`config.mk`:
```
export PLATFORM = sky130hd
export DESIGN_NAME = pstore_access_flat
export DESIGN_NICKNAME = d
export VERILOG_FILES = /design/src/rtl/pstore_pkg.sv /design/src/rtl/pstore_access_if.sv /design/src/rtl/pstore_pos_counter.sv /design/src/rtl/pstore_access.sv /design/src/flat_wrapper.sv
export SDC_FILE = /design/constraint.sdc
export NUM_CORES = 1
export LEC_CHECK = 0
export ABC_AREA = 1
export CAP_MARGIN = 20
export CORE_MARGIN = 4
export CORE_UTILIZATION = 58
export CTS_CLUSTER_DIAMETER = 40
export DETAILED_ROUTE_END_ITERATION = 12
export PLACE_DENSITY = 0.84
export SLEW_MARGIN = 20
export SYNTH_ARGS = -nofsm -noshare
export SYNTH_HDL_FRONTEND = slang
export SYNTH_SLANG_ARGS = --single-unit
export TNS_END_PERCENT = 50
```
`constraint.sdc`:
```
create_clock -name SIM_CLK -period 3.95 [get_ports SIM_CLK]
set_input_delay 0.79 -clock SIM_CLK [delete_from_list [all_inputs] [get_ports SIM_CLK]]
set_output_delay 0.79 -clock SIM_CLK [all_outputs]
set_load 0.05 [all_outputs]
```
`src/rtl/pstore_pkg.sv`:
```
// Shared types for the processor-store access port: FSM states, word width
// and the serial (word, bit) position of the recirculating delay line.
package pstore_pkg;
  localparam int PS_BITS   = 4;
  localparam int PS_BPOS_W = $clog2(PS_BITS);
  localparam int PS_WPOS_W = 8;

  typedef enum logic [1:0] {
    IDLE = 2'd0,
    WAIT = 2'd1,
    XFER = 2'd2,
    DONE = 2'd3
  } ps_state_e;

  typedef struct packed {
    logic [PS_WPOS_W-1:0] wpos;
    logic [PS_BPOS_W-1:0] bpos;
  } ps_pos_t;
endpackage

```
`src/rtl/pstore_access_if.sv`:
```
// Request/response bundle between a requester and the delay-line access port.
// A request is taken on any cycle with REQ & ACK; DONE/XERR/RD_DATA report back.
interface pstore_access_if #(parameter int WORDS = 8) ();
  localparam int SLOT_W = $clog2(WORDS);

  logic              REQ;
  logic              REQ_WR;
  logic [SLOT_W-1:0] REQ_SLOT;
  logic [3:0]        REQ_DATA;
  logic              ACK;
  logic              DONE;
  logic              XERR;
  logic [3:0]        RD_DATA;

  modport master (output REQ, REQ_WR, REQ_SLOT, REQ_DATA,
                  input  ACK, DONE, XERR, RD_DATA);
  modport slave  (input  REQ, REQ_WR, REQ_SLOT, REQ_DATA,
                  output ACK, DONE, XERR, RD_DATA);
endinterface

```
`src/rtl/pstore_pos_counter.sv`:
```
// Tracks the (word, bit) position of the bit on the line at each BT; SYNC forces
// (0,0). Raises LOCKED on the first SYNC and a registered pulse on a misaligned SYNC.
module pstore_pos_counter
  import pstore_pkg::*;
#(
  parameter int WORDS = 8
) (
  input  logic    clk_i,
  input  logic    rst_i,
  input  logic    bt_i,
  input  logic    sync_i,
  output ps_pos_t pos_o,
  output logic    sync_mis_o,
  output logic    locked_o,
  output logic    sync_err_o
);
  ps_pos_t pos_q, pos_d, nxt;
  logic    locked_q, locked_d;
  logic    serr_q, serr_d;

  always_comb begin
    pos_o      = sync_i ? '0 : pos_q;
    sync_mis_o = bt_i & sync_i & locked_q & (pos_q != '0);
    nxt        = pos_o;
    if (pos_o.bpos == PS_BPOS_W'(PS_BITS - 1)) begin
      nxt.bpos = '0;
      nxt.wpos = (pos_o.wpos == PS_WPOS_W'(WORDS - 1)) ? '0 : pos_o.wpos + 1'b1;
    end else begin
      nxt.bpos = pos_o.bpos + 1'b1;
    end
    pos_d    = bt_i ? nxt : pos_q;
    locked_d = locked_q | (bt_i & sync_i);
    serr_d   = sync_mis_o;
  end

  always_ff @(posedge clk_i) begin
    if (rst_i) begin
      pos_q    <= '0;
      locked_q <= 1'b0;
      serr_q   <= 1'b0;
    end else begin
      pos_q    <= pos_d;
      locked_q <= locked_d;
      serr_q   <= serr_d;
    end
  end

  assign locked_o   = locked_q;
  assign sync_err_o = serr_q;
endmodule

```
`src/rtl/pstore_access.sv`:
```
// Delay-line access port: waits for the requested slot, then overwrites (write) or
// copies out (read) its 4 bits while the rest of the line recirculates unchanged.
module pstore_access
  import pstore_pkg::*;
#(
  parameter int WORDS = 8
) (
  input  logic SIM_CLK,
  input  logic SIM_RST,
  input  logic BT,
  input  logic SYNC,
  input  logic DLO,
  output logic DIN,
  output logic LOCKED,
  output logic SYNC_ERR,
  pstore_access_if.slave bus
);
  localparam int SLOT_W = $clog2(WORDS);

  ps_pos_t           pos;
  logic              sync_mis;
  ps_state_e         state_q, state_d;
  logic              wr_q, wr_d;
  logic [SLOT_W-1:0] slot_q, slot_d;
  logic [PS_BITS-1:0] data_q, data_d;
  logic [PS_BITS-1:0] sh_q, sh_d;
  logic [PS_BITS-1:0] rd_q, rd_d;
  logic              xerr_q, xerr_d;
  logic              din_q, din_d;
  logic              ack, at_start, do_bit;

  pstore_pos_counter #(.WORDS(WORDS)) u_pos (
    .clk_i      (SIM_CLK),
    .rst_i      (SIM_RST),
    .bt_i       (BT),
    .sync_i     (SYNC),
    .pos_o      (pos),
    .sync_mis_o (sync_mis),
    .locked_o   (LOCKED),
    .sync_err_o (SYNC_ERR)
  );

  always_comb begin
    ack      = LOCKED & (state_q == IDLE);
    at_start = BT && (pos.bpos == '0) && (pos.wpos == PS_WPOS_W'(slot_q));
    do_bit   = ((state_q == WAIT) && at_start) || ((state_q == XFER) && BT && !sync_mis);

    state_d = state_q;
    wr_d    = wr_q;
    slot_d  = slot_q;
    data_d  = data_q;
    sh_d    = sh_q;
    rd_d    = rd_q;
    xerr_d  = xerr_q;
    din_d   = BT ? DLO : din_q;

    // Reads leave the line intact: DIN keeps the recirculated DLO bit.
    if (do_bit) begin
      if (wr_q) din_d = data_q[pos.bpos];
      else      sh_d[pos.bpos] = DLO;
    end

    case (state_q)
      IDLE: if (ack && bus.REQ) begin
        wr_d    = bus.REQ_WR;
        slot_d  = bus.REQ_SLOT;
        data_d  = bus.REQ_DATA;
        state_d = WAIT;
      end
      WAIT: if (do_bit) state_d = XFER;
      XFER: begin
        if (BT && sync_mis) begin
          xerr_d  = 1'b1;
          state_d = DONE;
        end else if (do_bit && (pos.bpos == PS_BPOS_W'(PS_BITS - 1))) begin
          xerr_d  = 1'b0;
          state_d = DONE;
          if (!wr_q) rd_d = sh_d;
        end
      end
      DONE: begin
        xerr_d  = 1'b0;
        state_d = IDLE;
      end
      default: state_d = IDLE;
    endcase
  end

  always_ff @(posedge SIM_CLK) begin
    if (SIM_RST) begin
      state_q <= IDLE;
      wr_q    <= 1'b0;
      slot_q  <= '0;
      data_q  <= '0;
      sh_q    <= '0;
      rd_q    <= '0;
      xerr_q  <= 1'b0;
      din_q   <= 1'b0;
    end else begin
      state_q <= state_d;
      wr_q    <= wr_d;
      slot_q  <= slot_d;
      data_q  <= data_d;
      sh_q    <= sh_d;
      rd_q    <= rd_d;
      xerr_q  <= xerr_d;
      din_q   <= din_d;
    end
  end

  assign DIN         = din_q;
  assign bus.ACK     = ack;
  assign bus.DONE    = (state_q == DONE);
  assign bus.XERR    = xerr_q;
  assign bus.RD_DATA = rd_q;
endmodule

```
`src/flat_wrapper.sv`:
```
// flat-port wrapper written by rule: the top's interface ports become plain ports
module pstore_access_flat import pstore_pkg::*;
#(
  parameter int WORDS = 8
)
  (SIM_CLK, SIM_RST, BT, SYNC, DLO, DIN, LOCKED, SYNC_ERR, bus_REQ, bus_REQ_WR, bus_REQ_SLOT, bus_REQ_DATA, bus_ACK, bus_DONE, bus_XERR, bus_RD_DATA);
  pstore_access_if #(.WORDS(WORDS)) bus_i ();
  input  logic SIM_CLK;
  input  logic SIM_RST;
  input  logic BT;
  input  logic SYNC;
  input  logic DLO;
  output logic DIN;
  output logic LOCKED;
  output logic SYNC_ERR;
  input wire logic [$bits(bus_i.REQ)-1:0] bus_REQ;
  input wire logic [$bits(bus_i.REQ_WR)-1:0] bus_REQ_WR;
  input wire logic [$bits(bus_i.REQ_SLOT)-1:0] bus_REQ_SLOT;
  input wire logic [$bits(bus_i.REQ_DATA)-1:0] bus_REQ_DATA;
  output wire logic [$bits(bus_i.ACK)-1:0] bus_ACK;
  output wire logic [$bits(bus_i.DONE)-1:0] bus_DONE;
  output wire logic [$bits(bus_i.XERR)-1:0] bus_XERR;
  output wire logic [$bits(bus_i.RD_DATA)-1:0] bus_RD_DATA;
  assign bus_i.REQ = bus_REQ;
  assign bus_i.REQ_WR = bus_REQ_WR;
  assign bus_i.REQ_SLOT = bus_REQ_SLOT;
  assign bus_i.REQ_DATA = bus_REQ_DATA;
  assign bus_ACK = bus_i.ACK;
  assign bus_DONE = bus_i.DONE;
  assign bus_XERR = bus_i.XERR;
  assign bus_RD_DATA = bus_i.RD_DATA;
  pstore_access #(.WORDS(WORDS)) u_core (.SIM_CLK(SIM_CLK), .SIM_RST(SIM_RST), .BT(BT), .SYNC(SYNC), .DLO(DLO), .DIN(DIN), .LOCKED(LOCKED), .SYNC_ERR(SYNC_ERR), .bus(bus_i));
endmodule
```
Word level (Yosys, flattened, before mapping)

Cells that the tools add are included.

Mux-type cells: 22
Bitwise logic cells: 7
Shift operators: 0
Equality and inequality tests: 9
Divide/modulo/power cells: 0
$add $sub $neg: 2
Multipliers: 0
Reductions and logical operators: 19
Magnitude comparators: 2

Operators by type and width:

| operator            | number |
|---|---|
| $mux 8              | 2 |
| $mux 10             | 1 |
| $mux 2              | 5 |
| $reduce_bool 10->1  | 1 |
| $logic_and 1x1->1   | 9 |
| $add 8x1->8 const B | 1 |
| $eq 8x3->1          | 1 |
| $eq 8x3->1 const B  | 1 |
| $mux 4              | 2 |
| $pmux 2 s4          | 1 |
| $mux 1              | 7 |
| $eq 2x2->1 const B  | 3 |
| $and 1x1->1         | 4 |
| $bwmux 4            | 1 |
| $logic_not 2->1     | 2 |
| $reduce_and 2->1    | 2 |
| $reduce_and 4->1    | 1 |
| $lt 2x3->1 const B  | 1 |
| $ne 3x3->1 const B  | 1 |
| $reduce_and 3->1    | 1 |
| $add 2x1->2 const B | 1 |
| $bmux 1 s2          | 1 |
| $demux 1 s2         | 1 |
| $eq 2x1->1 const B  | 1 |
| 9 further kinds     | 10 |

Bits in latches: 0
Memories kept: 0
Bits in writable memories: 0
Memory bits (read-only): 0
Bits in registers: 32

Logic depth before layout (Yosys ltp)

Depth in word-level cells: 10
Mapped depth: 15
Depth with buffers taken out: 15

By module

Synthesis repeated with hierarchy kept, for this count alone.

Cells, all modules: 285
Area, all modules: 1858.0 um2

By module, submodules not included:

| module             | times used | cells each | area each (um2) |
|---|---|---|---|
| pstore_access      | 1          | 177        | 1113.6 |
| pstore_pos_counter | 1          | 108        | 744.5 |

Worst setup path after synthesis

OpenSTA, ideal clock, no wires.

Path kind: input -> register
From: in SYNC
To: reg u_core.state_q[0]
Required time: 3.835 ns
Path slack: 1.618 ns
Buffers on the path: 1
Stages on the path: 14
Arrival: 2.217 ns
Cells stage by stage: buf_6 nor2_1 inv_1 ha_1 nand3_1 nor2_1 nand2_1 nor2_1 nand2_1 nand2_4 nand2_2 nand2_2 a21oi_1 nor2_1

Cells in the longest elaborated chain, start to end: 9
Elaborated cells on any way between the ends: 20
Those cells by class: eq/ne: 4; mux: 3; bitwise: 3; reduce/logical: 10

Ends and longest elaborated chain:

| item                                                 | RTL line                                           | RTL |
|---|---|---|
| start: declaration                                   | flat_wrapper.sv:11                                 | `input logic SYNC;` |
| $and 1x1->1 or $mux 10 (tied branches)               | pstore_pos_counter.sv:23, pstore_pos_counter.sv:22 |  |
| $and 1x1->1 or $logic_not 2->1 (tied branches)       | pstore_pos_counter.sv:23, pstore_access.sv:45      |  |
| $and 1x1->1 or $logic_and 1x1->1 (tied branches)     | pstore_pos_counter.sv:23, pstore_access.sv:45      |  |
| $logic_not 1->1 or $logic_and 1x1->1 (tied branches) | pstore_access.sv:46, pstore_access.sv:45           |  |
| $logic_and 1x1->1                                    | pstore_access.sv:46                                | `do_bit = ((state_q == WAIT) && at_start) \|\| ((state_q == XFER) && BT && !sync_mis);` |
| $logic_or 1x1->1                                     | pstore_access.sv:46                                |  |
| $logic_and 1x1->1                                    | pstore_access.sv:75                                | `end else if (do_bit && (pos.bpos == PS_BPOS_W'(PS_BITS - 1))) begin` |
| $ne 3x3->1 (no line)                                 | -                                                  |  |
| $reduce_and 3->1 (no line)                           | -                                                  |  |
| end signal: assignment                               | pstore_access.sv:100                               | `state_q <= state_d;` |
| end: declaration                                     | pstore_access.sv:22                                | `ps_state_e state_q, state_d;` |

Several ways; a longest one is shown, not always the timed one.
A chain may end at the register's enable or synchronous reset.

Worst setup path in the final report

From: in SYNC
To: reg u_core.u_pos.pos_q[8] in the netlist's numbering

Cells in the longest elaborated chain, start to end: 4
Elaborated cells on any way between the ends: 6
Those cells by class: add/sub: 1; eq/ne: 2; mux: 3

Ends and longest elaborated chain:

| item                                      | RTL line                 | RTL |
|---|---|---|
| $mux 10 *                                 | pstore_pos_counter.sv:22 | `pos_o = sync_i ? '0 : pos_q;` |
| $add 8x1->8 or $eq 8x3->1 (tied branches) | pstore_pos_counter.sv:27 | `nxt.wpos = (pos_o.wpos == PS_WPOS_W'(WORDS - 1)) ? '0 : pos_o.wpos + 1'b1;` |
| $mux 8                                    | pstore_pos_counter.sv:27 |  |
| $mux 8 *                                  | pstore_pos_counter.sv:25 | `if (pos_o.bpos == PS_BPOS_W'(PS_BITS - 1)) begin` |
| end signal: assignment                    | pstore_pos_counter.sv:42 | `pos_q <= pos_d;` |
| end: declaration                          | pstore_pos_counter.sv:17 | `ps_pos_t pos_q, pos_d, nxt;` |

Every way passes the cells marked *; elsewhere a longest branch is shown, timed or not.

==> run metrics <==
status finished clean; post-synth top area share 0.3508; largest area contributor in the netlist dfxtp_1; Fin Clk Skew 6.753 ps; post-CTS setup repair buffer count 0; Worst slew margin 0.5219; sequential-to-total area share from yosys stat 0.3508; Buf/Inv on CP 3; multiplexer share of the synthesized area 0.005658; drt drc 0; count of clock tree sinks 31; Hold-fix buffers, CTS 0; setup TNS 0 ps; CP cell instances clkdlybuf4s50_1 -> inv_1 -> nand2_1 -> inv_1 -> ha_1 -> nand2_1 -> nor3_1 -> nand2_1 -> o21ai_0 -> nand3_1 -> a21oi_1; CP Class in2reg; RSZ-0062 raised after global routing false; post-DP HPWL 2729 um; crit-path max FO 11; Worst EP required 4200 ps; Tot Pwr 0.0007536 W; worst endpoint data arrival time 3270 ps; hold endpoint u_core.bus.XERR$_SDFFE_PP0P_; CP max-delay cell clkdlybuf4s50_1; Critical Path Most Common Cell nand2_1; TritonCTS clock tree yes; WL final 3710 um; deepest clock path buffer count 2; CP peak stage delay 630 ps; HP Start u_core.bus.XERR$_SDFFE_PP0P_; most frequent cells in the layout 66 x nand2_1, 37 x inv_1, 36 x nor2_1; layout net count 313; Layout Cell Area excl Fill 0.002059 mm2; worst setup slack after layout 938.5 ps; DR WL/cell 11.56 um; total clock buffers created by CTS 5; initial antenna violation count 0; Post-CTS Resized 0; die area 0.003998 mm2; Worst-Margin Slew 715.0 ps; largest net degree at the start of global routing 18; Cell Area, Synth 0.001769 mm2; Worst R2R Path Depth 9; HP Class reg2reg; mean area per synthesized cell 6.676 um2; Critical R2R Capture u_core.u_pos.pos_q[8]$_SDFFE_PP0P_; Initial Utilization 0.6254; CP endpoint kind flip-flop; synth warn 0; worst hold path stage count 2; crit start category primary input; dpl ws 622.3 ps; Leak 0.8884 nW; layout cells sized above 1 0.06207; CP delay by family, top buffers and inverters; Max Cap Viol 0; most common cell after layout, fill and taps aside nand2_1; Worst-path clk slew 90 ps; Cells after Synth 265; DR pass1 iterations 4; Starting DRT DRC Count 152; VDD IR max 0.3323 mV; post-route insts no fill 321; Tmin final 3012 ps; Post-DP Area 0.002009 mm2; post-synthesis xor/xnor area fraction 0; Seq cells post-synth 31; ant diodes 0; cells taking the most area after synthesis dfxtp_1 35%, nand2_1 14%, inv_1 7.9%; Ports 24; Post-Synth Simple-Gate Area 0.3204; largest family of logic cells by synthesized area simple AND/OR/NAND/NOR gates; Synth Net Count 289; PD cells 365.9 mW/mm2; H-tree depth 2; Max Slew Vio Count 0; Vias per Instance 5.165; GR Overflow Total 0; Core Rows 19; vias in the first global route 1,491; global-route wire length before repair 6589 um; Adder-Cell Fraction of Synth Area 0.07072; IO buf count 23; number of distinct library cells after synthesis 28; reg2reg start u_core.u_pos.pos_q[0]$_SDFFE_PP0P_; Synth Area in Compound Gates 0.1513; worst skew pair latency 330 ps; period utilization 0.7624; Reg2Reg Setup Slack 1830 ps; core area 0.002829 mm2; endpoints failing setup 0; Root Driver clkbuf_4; Die Height 63.23 um; layout overhead on the synthesized area 16.41%; GPL Wtd Cong 0.8189; vias 1,658; Inst Count DP 313; Fin. Hold Viols 0; Detail Route Antenna Nets 0; Fmax achieved 0.3321 GHz; die width 63.23 um; Overall Global Routing Usage 0.2028
-- area by class of cell --
class | count | area, um2
multi-input cells | 189 | 969.7
fillers | 248 | 769.5
flip-flops and latches | 31 | 620.6
repair buffers | 24 | 237.7
inverters | 38 | 142.6
clock buffers | 7 | 45.04
well taps | 31 | 38.79
clock inverters | 1 | 5.005
-- metrics by stage --
step,hold slack (ps),util
floorplan,440.6,-
global placement,451.5,0.7103
detailed placement,453.2,0.7103
CTS,467.1,0.7280
global route,491.1,0.7280
finish,463.7,0.7280
-- state kept, by name (all words and copies together), names as in the netlist --
name                     cells
u_core.wr_q                  1
u_core.state_q               2
u_core.u_pos.pos_q          10
u_core.u_pos.sync_err_o      1
u_core.u_pos.locked_o        1
u_core.bus.RD_DATA           4
u_core.bus.XERR              1
u_core.data_q                4
u_core.sh_q                  3
u_core.DIN                   1
u_core.slot_q                3
-- synth_stat cells --
cell type,number
a21oi_1,19
a221oi_1,1
a22oi_1,1
a31oi_1,1
and3_1,1
buf_2,2
buf_6,1
clkbuf_1,4
dfxtp_1,31
ha_1,10
inv_1,37
inv_2,1
mux2i_1,1
nand2_1,66
nand2_2,3
nand2_4,2
nand3_1,14
nand3b_1,2
nand4_1,1
nand4_4,1
nor2_1,36
nor2_2,3
nor3_1,1
o211ai_1,1
o21ai_0,17
o21ai_1,4
o21bai_4,1
o22ai_1,3
-- metal layers --
layer,track usage,vias up,part of all wire
li1,-,884,-
met2,0.3188,49,0.44
met4,0.05660,0,0.012
met3,0.05861,6,0.079
met5,0,-,0
met1,0.2704,719,0.47
-- tightest hold or removal path, stage by stage (launching register included) --
cell and delay, ps:
dfxtp_1 320, nand2_1 60, a21oi_1 50
-- report_power, final --
part           switching [W]  leakage, nW  total [W]  internal (W)
sequential         0.0000145        0.252   0.000346      0.000332
clock               0.000104       0.0293   0.000174     0.0000693
combinational       0.000148        0.608   0.000233     0.0000854
-- how the worst max path moves through the flow --
stage	from	endpoint	slack [ps]	cells past startpoint
2_1_floorplan	SYNC	u_core.state_q[0]$_SDFFE_PP0P_	1620	14
3_3_place_gp	SYNC	u_core.u_pos.pos_q[9]$_SDFFE_PP0P_	680	14
3_5_place_dp	SYNC	u_core.u_pos.pos_q[8]$_SDFFE_PP0P_	620	11
4_1_cts	SYNC	u_core.u_pos.pos_q[8]$_SDFFE_PP0P_	960	11
5_1_grt	SYNC	u_core.u_pos.pos_q[8]$_SDFFE_PP0P_	610	11
6_report	SYNC	u_core.u_pos.pos_q[8]$_SDFFE_PP0P_	940	11
-- kinds of logic after synthesis --
kind of cell / Yosys count
AOI/OAI and AO/OA: 48
adders and majority gates: 10
buffers and inverters: 45
DFF: 31
muxes: 1
and+or+nand+nor: 130
(Power assumes the default switching activity.)
